==> src/rtl/periph_bus_ctrl.sv <==
// Peripheral chip-select and wait-state controller: decodes a fixed I/O window into
// NUM_CH active-low selects, inserts programmable wait states and bounds device-extended waits.
module periph_bus_ctrl #(
    parameter int NUM_CH = 8,
    parameter int CH_LSB = 4,
    parameter int WS_W   = 4,
    parameter int TMO    = 255
) (
    input  logic                        clk,
    input  logic                        arst,
    input  logic [21:0]                 address_bus,
    input  logic                        mem_io,
    input  logic                        rd,
    input  logic                        wr,
    input  logic                        dev_wait,
    input  logic                        cfg_we,
    input  logic [$clog2(NUM_CH)-1:0]   cfg_ch,
    input  logic [WS_W-1:0]             cfg_ws,
    output logic [NUM_CH-1:0]           cs_n,
    output logic                        pin_wait,
    output logic                        tmo_flag,
    output logic [$clog2(NUM_CH)-1:0]   tmo_ch,
    output logic [1:0]                  dbg_state
);

    localparam int CW = $clog2(NUM_CH);
    localparam int TW = (TMO > 1) ? $clog2(TMO) : 1;

    typedef enum logic [1:0] {
        IDLE = 2'd0,
        WAIT = 2'd1,
        EXT  = 2'd2,
        HOLD = 2'd3
    } state_t;

    state_t          state;
    logic [CW-1:0]   ch_q;
    logic [WS_W-1:0] cnt;
    logic [TW-1:0]   tcnt;
    logic [WS_W-1:0] ws [NUM_CH];

    logic            in_window;
    logic            strobe;
    logic [CW-1:0]   start_ch;
    logic [WS_W-1:0] ws_sel;
    logic            unused_addr;

    always_comb begin
        in_window = mem_io && address_bus[15] && (&address_bus[14:7]);
        strobe    = !rd || !wr;
        start_ch  = address_bus[CH_LSB +: CW];
        ws_sel    = ws[start_ch];
    end

    assign unused_addr = ^address_bus;
    assign dbg_state   = state;

    // cnt holds the wait cycles still owed including the current one, so the
    // last WAIT cycle already decides between EXT and HOLD without a dead cycle.
    always_ff @(posedge clk) begin
        if (arst) begin
            state    <= IDLE;
            ch_q     <= '0;
            cnt      <= '0;
            tcnt     <= '0;
            cs_n     <= '1;
            pin_wait <= 1'b0;
            tmo_flag <= 1'b0;
            tmo_ch   <= '0;
            for (int i = 0; i < NUM_CH; i++) begin
                ws[i] <= '0;
            end
        end else begin
            if (cfg_we) begin
                ws[cfg_ch] <= cfg_ws;
            end
            case (state)
                IDLE: begin
                    if (in_window && strobe) begin
                        state    <= WAIT;
                        ch_q     <= start_ch;
                        cs_n     <= ~(NUM_CH'(1) << start_ch);
                        cnt      <= ws_sel;
                        tcnt     <= '0;
                        pin_wait <= (ws_sel != '0);
                    end
                end
                WAIT: begin
                    if (!strobe) begin
                        state    <= IDLE;
                        cs_n     <= '1;
                        pin_wait <= 1'b0;
                        cnt      <= '0;
                    end else if (cnt > WS_W'(1)) begin
                        cnt <= cnt - WS_W'(1);
                    end else begin
                        cnt <= '0;
                        if (dev_wait) begin
                            state    <= EXT;
                            pin_wait <= 1'b1;
                        end else begin
                            state    <= HOLD;
                            pin_wait <= 1'b0;
                        end
                    end
                end
                EXT: begin
                    if (!strobe) begin
                        state    <= IDLE;
                        cs_n     <= '1;
                        pin_wait <= 1'b0;
                        tcnt     <= '0;
                    end else if (!dev_wait) begin
                        state    <= HOLD;
                        pin_wait <= 1'b0;
                        tcnt     <= '0;
                    end else if (tcnt == TW'(TMO - 1)) begin
                        // Device never answered: finish the cycle so the CPU is not hung.
                        state    <= HOLD;
                        pin_wait <= 1'b0;
                        tcnt     <= '0;
                        tmo_flag <= 1'b1;
                        tmo_ch   <= ch_q;
                    end else begin
                        tcnt <= tcnt + TW'(1);
                    end
                end
                HOLD: begin
                    if (!strobe) begin
                        state <= IDLE;
                        cs_n  <= '1;
                    end
                end
                default: begin
                    state    <= IDLE;
                    cs_n     <= '1;
                    pin_wait <= 1'b0;
                end
            endcase
        end
    end

endmodule

==> config.mk <==
export PLATFORM = sky130hd
export DESIGN_NAME = periph_bus_ctrl
export DESIGN_NICKNAME = d
export VERILOG_FILES = /design/src/rtl/periph_bus_ctrl.sv
export SDC_FILE = /design/constraint.sdc
export NUM_CORES = 1
export LEC_CHECK = 0
export CORE_MARGIN = 2
export CORE_UTILIZATION = 50
export DETAILED_ROUTE_END_ITERATION = 10
export PLACE_DENSITY = 0.74
export RECOVER_POWER = 50
export REMOVE_ABC_BUFFERS = 1
export SYNTH_ARGS = -nofsm -noshare
export SYNTH_HDL_FRONTEND = slang
export SYNTH_SLANG_ARGS = --single-unit
export TNS_END_PERCENT = 10
==> constraint.sdc <==
create_clock -name clk -period 5.2 [get_ports clk]
set_input_delay 1.04 -clock clk [delete_from_list [all_inputs] [get_ports clk]]
set_output_delay 1.04 -clock clk [all_outputs]
set_load 0.01 [all_outputs]
Yosys cells after proc, flatten, opt, wreduce, memory -nomap -nowiden --
Memories as Yosys holds them, arrays and structs flattened. Cells that the tools add are included. Widths: inputs -> output; s select.
Storage, ports and cells: register bits 30, RAM bits 32, input port bits 36, output and inout bits 15, logic and storage cells 81, memories 1
Cells by class: $add $sub $neg 2, $lt $le $gt $ge 1, equal/unequal tests 9, shift-type cells 1, muxes and demuxes 37, bitwise gates (word level) 1, reductions and logical operators 21
Memory list:
- ws | depth 8, width 4, rd ports 1, clocked after Yosys merged registers in 0, write ports 8, RTL line 40 | logic [WS_W-1:0] ws [NUM_CH];
Operator list (number):
- $mux 8 | 6
- $pmux 8 s2 | 2
- $mux 4 | 4
- $mux 1 | 14
- $mux 2 | 7
- $reduce_and 4->1 | 3
- $add 8x1->8 const B | 1
- $eq 8x8->1 const B | 1
- $not 8->8 | 1
- $pmux 2 s4 | 1
- $pmux 4 s2 | 1
- $reduce_and 2->1 | 4
- $reduce_and 8->1 | 1
- $shl 1x3->8 const A | 1
- $ne 2x2->1 const B | 3
- $eq 2x2->1 const B | 2
- $gt 4x1->1 const B | 1
- $ne 4x4->1 const B | 1
- $reduce_bool 2->1 | 2
- $reduce_bool 4->1 | 1
- $reduce_or 4->1 | 1
- $sub 4x1->4 const B | 1
- $logic_and 1x1->1 | 3
- $mux 3 | 1
- other kinds (8) | 9

Longest topological paths before layout --
Gate-level depths: netlist of run 1.
depth after elaboration 5, gate-level depth with buffers 8, mapped depth without buffers 7

Worst setup path before layout of run 1 --
Ideal clock, no wire load.
kind in2reg, start input port rd, end register state[1] (netlist: dbg_state[1]), setup time 0.071 ns, arrival 2.430 ns, slack 2.700 ns, stages 6, path buffers 0, cell sequence and2_1 nor4_4 or2b_4 nand4_4 or4_1 a21oi_1
Between the ends: cells in the longest elaborated chain, start to end 5, elaborated cells on any way between the ends 11
RTL lines:
- start: declaration | RTL line 13 | input logic rd,
- $logic_not 1->1 * | RTL line 50 | strobe = !rd || !wr;
- $logic_or 1x1->1 * | RTL line 50
- $logic_and 1x1->1 | RTL line 79 | if (in_window && strobe) begin
- $ne 2x2->1 (no source line)
- $reduce_and 4->1 (no source line)
- end signal: assignment | RTL line 62 | state <= IDLE;
- end signal: assignment | RTL line 80 | state <= WAIT;
- end signal: assignment | RTL line 90 | state <= IDLE;
- end: declaration | RTL line 36 | state_t state;
Every way passes the cells marked *; elsewhere a longest branch is shown, timed or not. A chain may end at the register's enable or synchronous reset.

Worst setup path after layout of run 1 --
start input port rd, end register cs_n[5]
Between the ends: cells in the longest elaborated chain, start to end 5, elaborated cells on any way between the ends 6
RTL lines:
- $logic_not 1->1 * | RTL line 50
- $logic_or 1x1->1 * | RTL line 50
- $logic_and 1x1->1 | RTL line 79
- $ne 2x2->1 (no source line)
- $reduce_and 2->1 (no source line) *
- end signal: assignment | RTL line 82 | cs_n <= ~(NUM_CH'(1) << start_ch);
- end: declaration | RTL line 19 | output logic [NUM_CH-1:0] cs_n,
Marked as above.

==> reports/metrics.cfg, run 1 <==
[power_and_ir_drop]
power_frac_seq_pct=48.1
power_leakage_nw=1.422
switchingPower_w=0.0002830
internal-power_w=0.0008581
ir_drop_uv=191.1
power_density_mw_per_mm2=304.3
p_comb_share_pct=14.0
netSwitchingFraction_pct=24.80
clkPwrFrac_pct=37.9

[cts]
clockBufferDepth=2
cts_tree=yes
cts_inserted_buffers=9
numClockSinks=62
h-tree-depth=3
post_cts_buffers=0
cts_hold_buffers=0
post_cts_resized=0
clockRootBuffer=clkbuf_8
clk_pin_slew_worst_paths_ns=0.07
insertion_delay_ns=0.34

[timing]
max_slew.worst_pin.slew_ns=1.434
hold_viol_final=0
setup_viol=0
fin_crit_sh_pct=67.15
fmax_mhz=286.4
tns_ns=0
fin_crit_ns=3.492
drv_slew=0
clock_skew_ns=0.008248
max-slew-margin-rel_pct=3.389
grt_setup_unrepaired=no

[final_layout]
n_fill_cell=509
final_nets=390
postLayoutCoreUtil_pct=62.59
diodes=0
drive_above_1_share_pct=6.877
syn_to_final_growth_pct=19.45

[yosys]
synthFlopType=edfxtp_1
synth_edf_count=32
synth.distinct_cells=46
yosys-top-cells-area=edfxtp_1, dfxtp_1, and2_1
syn_inst=305
netlist_area_mm2=0.003139
postSynth.asyncResetShare_pct=0
ys_seq_area_share_pct=49.74
netlist.area_leader.share_pct=30.61
yosysWarnings=0
syn_avg_cell_area_um2=10.29
synth.most_common_cell=and2_1
ys_ff_latch=62
synthTopCellsByCount=and2_1, edfxtp_1, dfxtp_1
yosysTopAreaCell=edfxtp_1

[detailed_routing]
drt_iter0_drc=128
ant_nets=0
vias=2366
drc_errors=0
drtPass1Iterations=4
vias_per_cell=5.580
post_drt_wl_per_cell_um=15.64
wl_um=6632

[global_route]
grt-ovfl-total=0
grtUsageTotal_pct=20.30
grt_antenna_before_repair=0
use_met1_pct=23.86
grt_max_degree=22
grt_first_pass_wirelength_um=11030
grt_pass1_vias=2320
top_usage_layer=met2
use_met2_pct=34.75
use_met3_pct=4.771

[die]
start_util_pct=52.40
pin_count=51
coreArea_mm2=0.005991
die_area_mm2=0.006928
fp-row-count=28
die-height_um=83.24
die_w_um=83.24

[run]
drv_cap=0

[worst_setup_path]
ff2ff_path_depth=5
required_ns=5.39
cp.depth=7
cp_max_fo=8
cp_slowest_stage_delay_ns=0.74
crit_type=primary input to flop
worst_path_max_delay_cell=nor4_1
worstPathArrival_ns=3.69
crit_family=simple AND/OR/NAND/NOR gates
crit_buf_inv=1
path_cells=dlygate4sd3_1 > and2_0 > nor4_1 > or2b_2 > o21ai_0 > mux2i_1 > nand2_1
startpoint_type=primary input
cp-end-kind=flop

[placement]
dp_hpwl_um=4713
gp_congestion=0.7458
port_buffers=40

[min_path]
hold_class=flop to flop
hold_depth=2

[status]
outcome=finished, final reports clean

## cell usage in the layout, fill, tap and decap left out, types with 2 or more instances in the layout
master            n
clkbuf_8          9
nor3_1            5
o211ai_1          2
or2_2             2
ha_1             10
nand2b_1          5
a21oi_1           6
inv_1            10
nand4_1           7
and2_1           27
nor2_1           27
clkdlybuf4s50_1  23
xnor2_1           4
o22ai_1           6
nor4_1            3
nand2_1          29
clkbuf_1          3
nor2b_1           4
nand3b_1          3
nand3_1          12
a32o_1            2
and2_0            6
mux2i_1          20
o21ai_0          11
a211oi_1          3
xor2_1            3
a211o_1           2
dlygate4sd3_1    17
mux2_2            4
a22oi_1           2
dfxtp_1          30
and3_1            2
edfxtp_1         32
## worst reg2reg max path, cell delays in order, from the launching register on
cell and delay (ns):
dfxtp_1 0.44, inv_1 0.12, ha_1 0.30, o21ai_0 1.14, mux2i_1 0.29, nand2_1 0.08
## power by group through the flow
stage / sequential, W / combinational, W / clock (W)
finish: 0.000549 / 0.000159 / 0.000433
global route: 0.000551 / 0.000174 / 0.000463
floorplan: 0.000558 / 0.0000974 / 0
detailed placement: 0.000560 / 0.000164 / 0
CTS: 0.000549 / 0.000167 / 0.000441
global placement: 0.000559 / 0.000161 / 0
## registers in the layout, indices dropped and copies added, names as in the netlist
register,flops
pin_wait,1
cnt,4
tmo_flag,1
ch_q,3
cs_n,8
ws,32
tcnt,8
dbg_state,2
tmo_ch,3
## metal layers
metal  part of all wire [%]  vias up
li1                       -     1165
met1                     44     1126
met2                     50       63
met3                    4.6       12
met4                    2.0        0
met5                      0        -
## cells by family (layout without fill, tap and decap cells)
| family | count (synthesis) | count (layout) | share of synthesized area [%] |
|---|---|---|---|
| XOR/XNOR | 7 | 7 | 1.953 |
| buffers and inverters | 22 | 66 | 2.790 |
| AO/OA/AOI/OAI | 42 | 42 | 9.606 |
| flip-flops | 62 | 62 | 49.74 |
| AND/OR/NAND/NOR | 137 | 137 | 23.75 |
| adder cells (fa/ha/maj) | 10 | 10 | 3.986 |
| multiplexers | 25 | 25 | 8.170 |
## path summary, 6_finish.rpt
check,start,endpoint,slack [ns]
setup / recovery,rd,cs_n[5]$_SDFFE_PP1P_,1.71
hold / removal,ch_q[0]$_SDFFE_PP0P_,ch_q[0]$_SDFFE_PP0P_,0.45
setup reg to reg,dbg_state[0]$_SDFFE_PP0P_,cs_n[5]$_SDFFE_PP1P_,2.69
hold reg to reg,ch_q[0]$_SDFFE_PP0P_,ch_q[0]$_SDFFE_PP0P_,0.45
## cell type report
class	instances	area, um^2	area share, %
Multi-Input combinational cell	221	1454	38.77
Inverter	10	37.54	1.001
Clock buffer	13	160.2	4.271
Tap cell	75	93.84	2.503
Timing Repair Buffer	40	400.4	10.68
Clock inverter	3	42.54	1.134
Sequential cell	62	1562	41.64
## per-stage QoR
stage | worst slack (ns) | std cells | hold slack (ns) | cell area [um^2] | total power [W]
final | 1.708 | 424 | 0.4535 | 3750 | 0.001141
after CTS | 1.722 | 424 | 0.4573 | 3786 | 0.001156
after detailed placement | 1.376 | 408 | 0.4478 | 3583 | 0.0007236
after global routing | 1.461 | 424 | 0.4786 | 3750 | 0.001188
after global placement | 1.466 | 408 | 0.4426 | 3583 | 0.0007198
after floorplan | 2.700 | 293 | 0.4296 | 3089 | 0.0006552
(Power assumes the default switching activity.)
==> run 2, diff against run 1 <==
--- a/config.mk
+++ b/config.mk
@@ -6,9 +6,9 @@
 export NUM_CORES = 1
 export LEC_CHECK = 0
 export CORE_MARGIN = 2
-export CORE_UTILIZATION = 50
+export CORE_UTILIZATION = 48
 export DETAILED_ROUTE_END_ITERATION = 10
-export PLACE_DENSITY = 0.74
+export PLACE_DENSITY = 0.75
 export RECOVER_POWER = 50
 export REMOVE_ABC_BUFFERS = 1
 export SYNTH_ARGS = -nofsm -noshare
==> constraint.sdc (replaced) <==
create_clock -name clk -period 2.8 [get_ports clk]
set_input_delay 0.56 -clock clk [delete_from_list [all_inputs] [get_ports clk]]
set_output_delay 0.56 -clock clk [all_outputs]
set_load 0.01 [all_outputs]
==> reports/metrics.cfg, run 2 (synthesis gave the netlist of run 1 again) <==
[timing]
clock_skew_ns=0.003907  ; -0.004341 ns
hold_viol_final=0  ; unchanged
worst_hold_slack_ns=0.4719  ; +0.01842 ns
max_slew.worst_pin.slew_ns=0.9016  ; -0.5324 ns
max-slew-margin-rel_pct=39.49  ; +36 points
drv_slew=0  ; unchanged
fin_crit_ns=2.353
fin_crit_sh_pct=84.04
setup_viol=0  ; unchanged
tns_ns=0  ; unchanged
fmax_mhz=425.0
grt_setup_unrepaired=no

[worst_setup_path]
required_ns=3.03  ; -2.36 ns
crit_type=primary input to flop
crit_top_cell=o21ai_0
cp_slowest_stage_delay_ns=0.42  ; -0.32 ns
path_cells=clkdlybuf4s50_1 > and2_1 > nor4_1 > buf_4 > nand2_1 > o21ai_0 > o21ai_0 > a32o_1
worstPathArrival_ns=2.59  ; -1.10 ns
ff2ff_path_depth=6  ; +1
cp_max_fo=6  ; -2
startpoint_type=primary input
crit_family=simple AND/OR/NAND/NOR gates
cp-end-kind=flop
crit_buf_inv=2  ; +1
cp.depth=8  ; +1
worst_path_max_delay_cell=clkdlybuf4s50_1

[cts]
clk_pin_slew_worst_paths_ns=0.07  ; about the same
clockRootBuffer=clkbuf_8
h-tree-depth=3  ; unchanged
post_cts_resized=0  ; unchanged
clockBufferDepth=2  ; unchanged
post_cts_buffers=0  ; unchanged
insertion_delay_ns=0.34  ; about the same
cts_tree=yes
cts_inserted_buffers=9  ; unchanged
cts_hold_buffers=0  ; unchanged
numClockSinks=62  ; unchanged

[min_path]
hold_depth=2  ; unchanged
hold_class=flop to flop

[global_route]
grt_max_degree=22  ; unchanged
grt_first_pass_wirelength_um=11030  ; unchanged
grtUsageTotal_pct=19.58  ; -0.72 points
grt_pass1_vias=2407  ; +3.8%
grt_antenna_before_repair=0  ; unchanged
grt-ovfl-total=0  ; unchanged

[detailed_routing]
vias_per_cell=5.431  ; -2.7%
ant_nets=0  ; unchanged
drt_iter0_drc=101  ; -21%
post_drt_wl_per_cell_um=14.77  ; -5.6%
vias=2357  ; -0.38%
wl_um=6409  ; -3.4%
drc_errors=0  ; unchanged
drtPass1Iterations=4  ; unchanged

[power_and_ir_drop]
ir_drop_uv=339.5  ; +78%
p_comb_share_pct=13.9  ; about the same
clkPwrFrac_pct=39.5  ; +1.6 points
finalPower_w=0.002181  ; +91%
netSwitchingFraction_pct=24.90  ; +0.10 points
switchingPower_w=0.0005431  ; +92%
power_density_mw_per_mm2=566.3  ; +86%
power_frac_seq_pct=46.6  ; -1.5 points
power_leakage_nw=1.453  ; +2.2%
internal-power_w=0.001638  ; +91%

[final_layout]
finalInstanceArea_mm2=0.003851  ; +2.7%
final_common_cell=edfxtp_1
top_regs=ws: 32 flops, cs_n: 8 flops, tcnt: 8 flops
largest_register=ws
largest_reg_flops=32  ; unchanged
drive_above_1_share_pct=10.08  ; +3.2 points
diodes=0  ; unchanged
syn_to_final_growth_pct=22.68
final_nets=398  ; +2.1%
n_fill_cell=531  ; +4.3%
final_cell_mix=edfxtp_1, dfxtp_1, nand2_1, nor2_1, clkdlybuf4s50_1

[die]
pin_count=51  ; unchanged
fp-row-count=29  ; +3.6%
die_area_mm2=0.007203  ; +4.0%
start_util_pct=49.44  ; -3.0 points
die-height_um=84.87  ; +2.0%
die_w_um=84.87  ; +2.0%
coreArea_mm2=0.006350  ; +6.0%

[run]
drv_cap=0  ; unchanged

[placement]
dp_hpwl_um=4648  ; -1.4%
gp_congestion=0.7633  ; +2.3%
port_buffers=40  ; unchanged
placed_area_mm2=0.003659  ; +2.1%

[status]
outcome=finished, final reports clean

==> run 2: worst paths after layout <==
kind,start,endpoint,slack (ns)
setup / recovery,rd,cnt[2]$_SDFFE_PP0P_,0.45
hold / removal,ch_q[0]$_SDFFE_PP0P_,ch_q[0]$_SDFFE_PP0P_,0.47
setup reg to reg,dbg_state[1]$_SDFFE_PP0P_,cs_n[7]$_SDFFE_PP1P_,0.60
hold reg to reg,ch_q[0]$_SDFFE_PP0P_,ch_q[0]$_SDFFE_PP0P_,0.47
==> run 2: layer usage <==
metal | vias up | part of all wire (%) | track usage [%]
met5 | - | 0 | 0
met4 | 0 | 1.8 | 8.514
met3 | 10 | 4.3 | 5.253
met2 | 53 | 50 | 33.86
met1 | 1109 | 44 | 22.89
li1 | 1185 | - | -
==> run 2: worst min-delay path: stages (launching register included) <==
cell	delay [ns]
dfxtp_1	0.32
nand2_1	0.06
a21oi_1	0.05
==> run 2: area by class of cell <==
| class | instances | area [um^2] | area share [%] |
|---|---|---|---|
| multi-input cells | 221 | 1469 | 38.14 |
| inverters | 10 | 37.54 | 0.9747 |
| repair buffers | 48 | 473.0 | 12.28 |
| flip-flops and latches | 62 | 1562 | 40.55 |
| clock buffers | 10 | 127.6 | 3.314 |
| well taps | 77 | 96.34 | 2.502 |
| clock inverters | 6 | 86.33 | 2.242 |
==> run 2: power by group through the flow <==
stage          Clock [W]  Combinational (W)  Sequential (W)
2_1_floorplan          0           0.000181         0.00104
3_3_place_gp           0           0.000307         0.00104
3_5_place_dp           0           0.000312         0.00104
4_1_cts         0.000867           0.000314         0.00102
5_1_grt         0.000912           0.000333         0.00102
6_report        0.000860           0.000304         0.00102
==> run 2: through the flow <==
| step | cells | util [%] | setup slack [ns] |
|---|---|---|---|
| final | 434 | 60.65 | 0.4469 |
| after CTS | 434 | 60.99 | 0.5591 |
| after detailed placement | 418 | 57.62 | 0.2172 |
| after floorplan | 293 | - | 0.7803 |
| after global routing | 434 | 60.65 | 0.2738 |
| after global placement | 418 | 57.62 | 0.2779 |
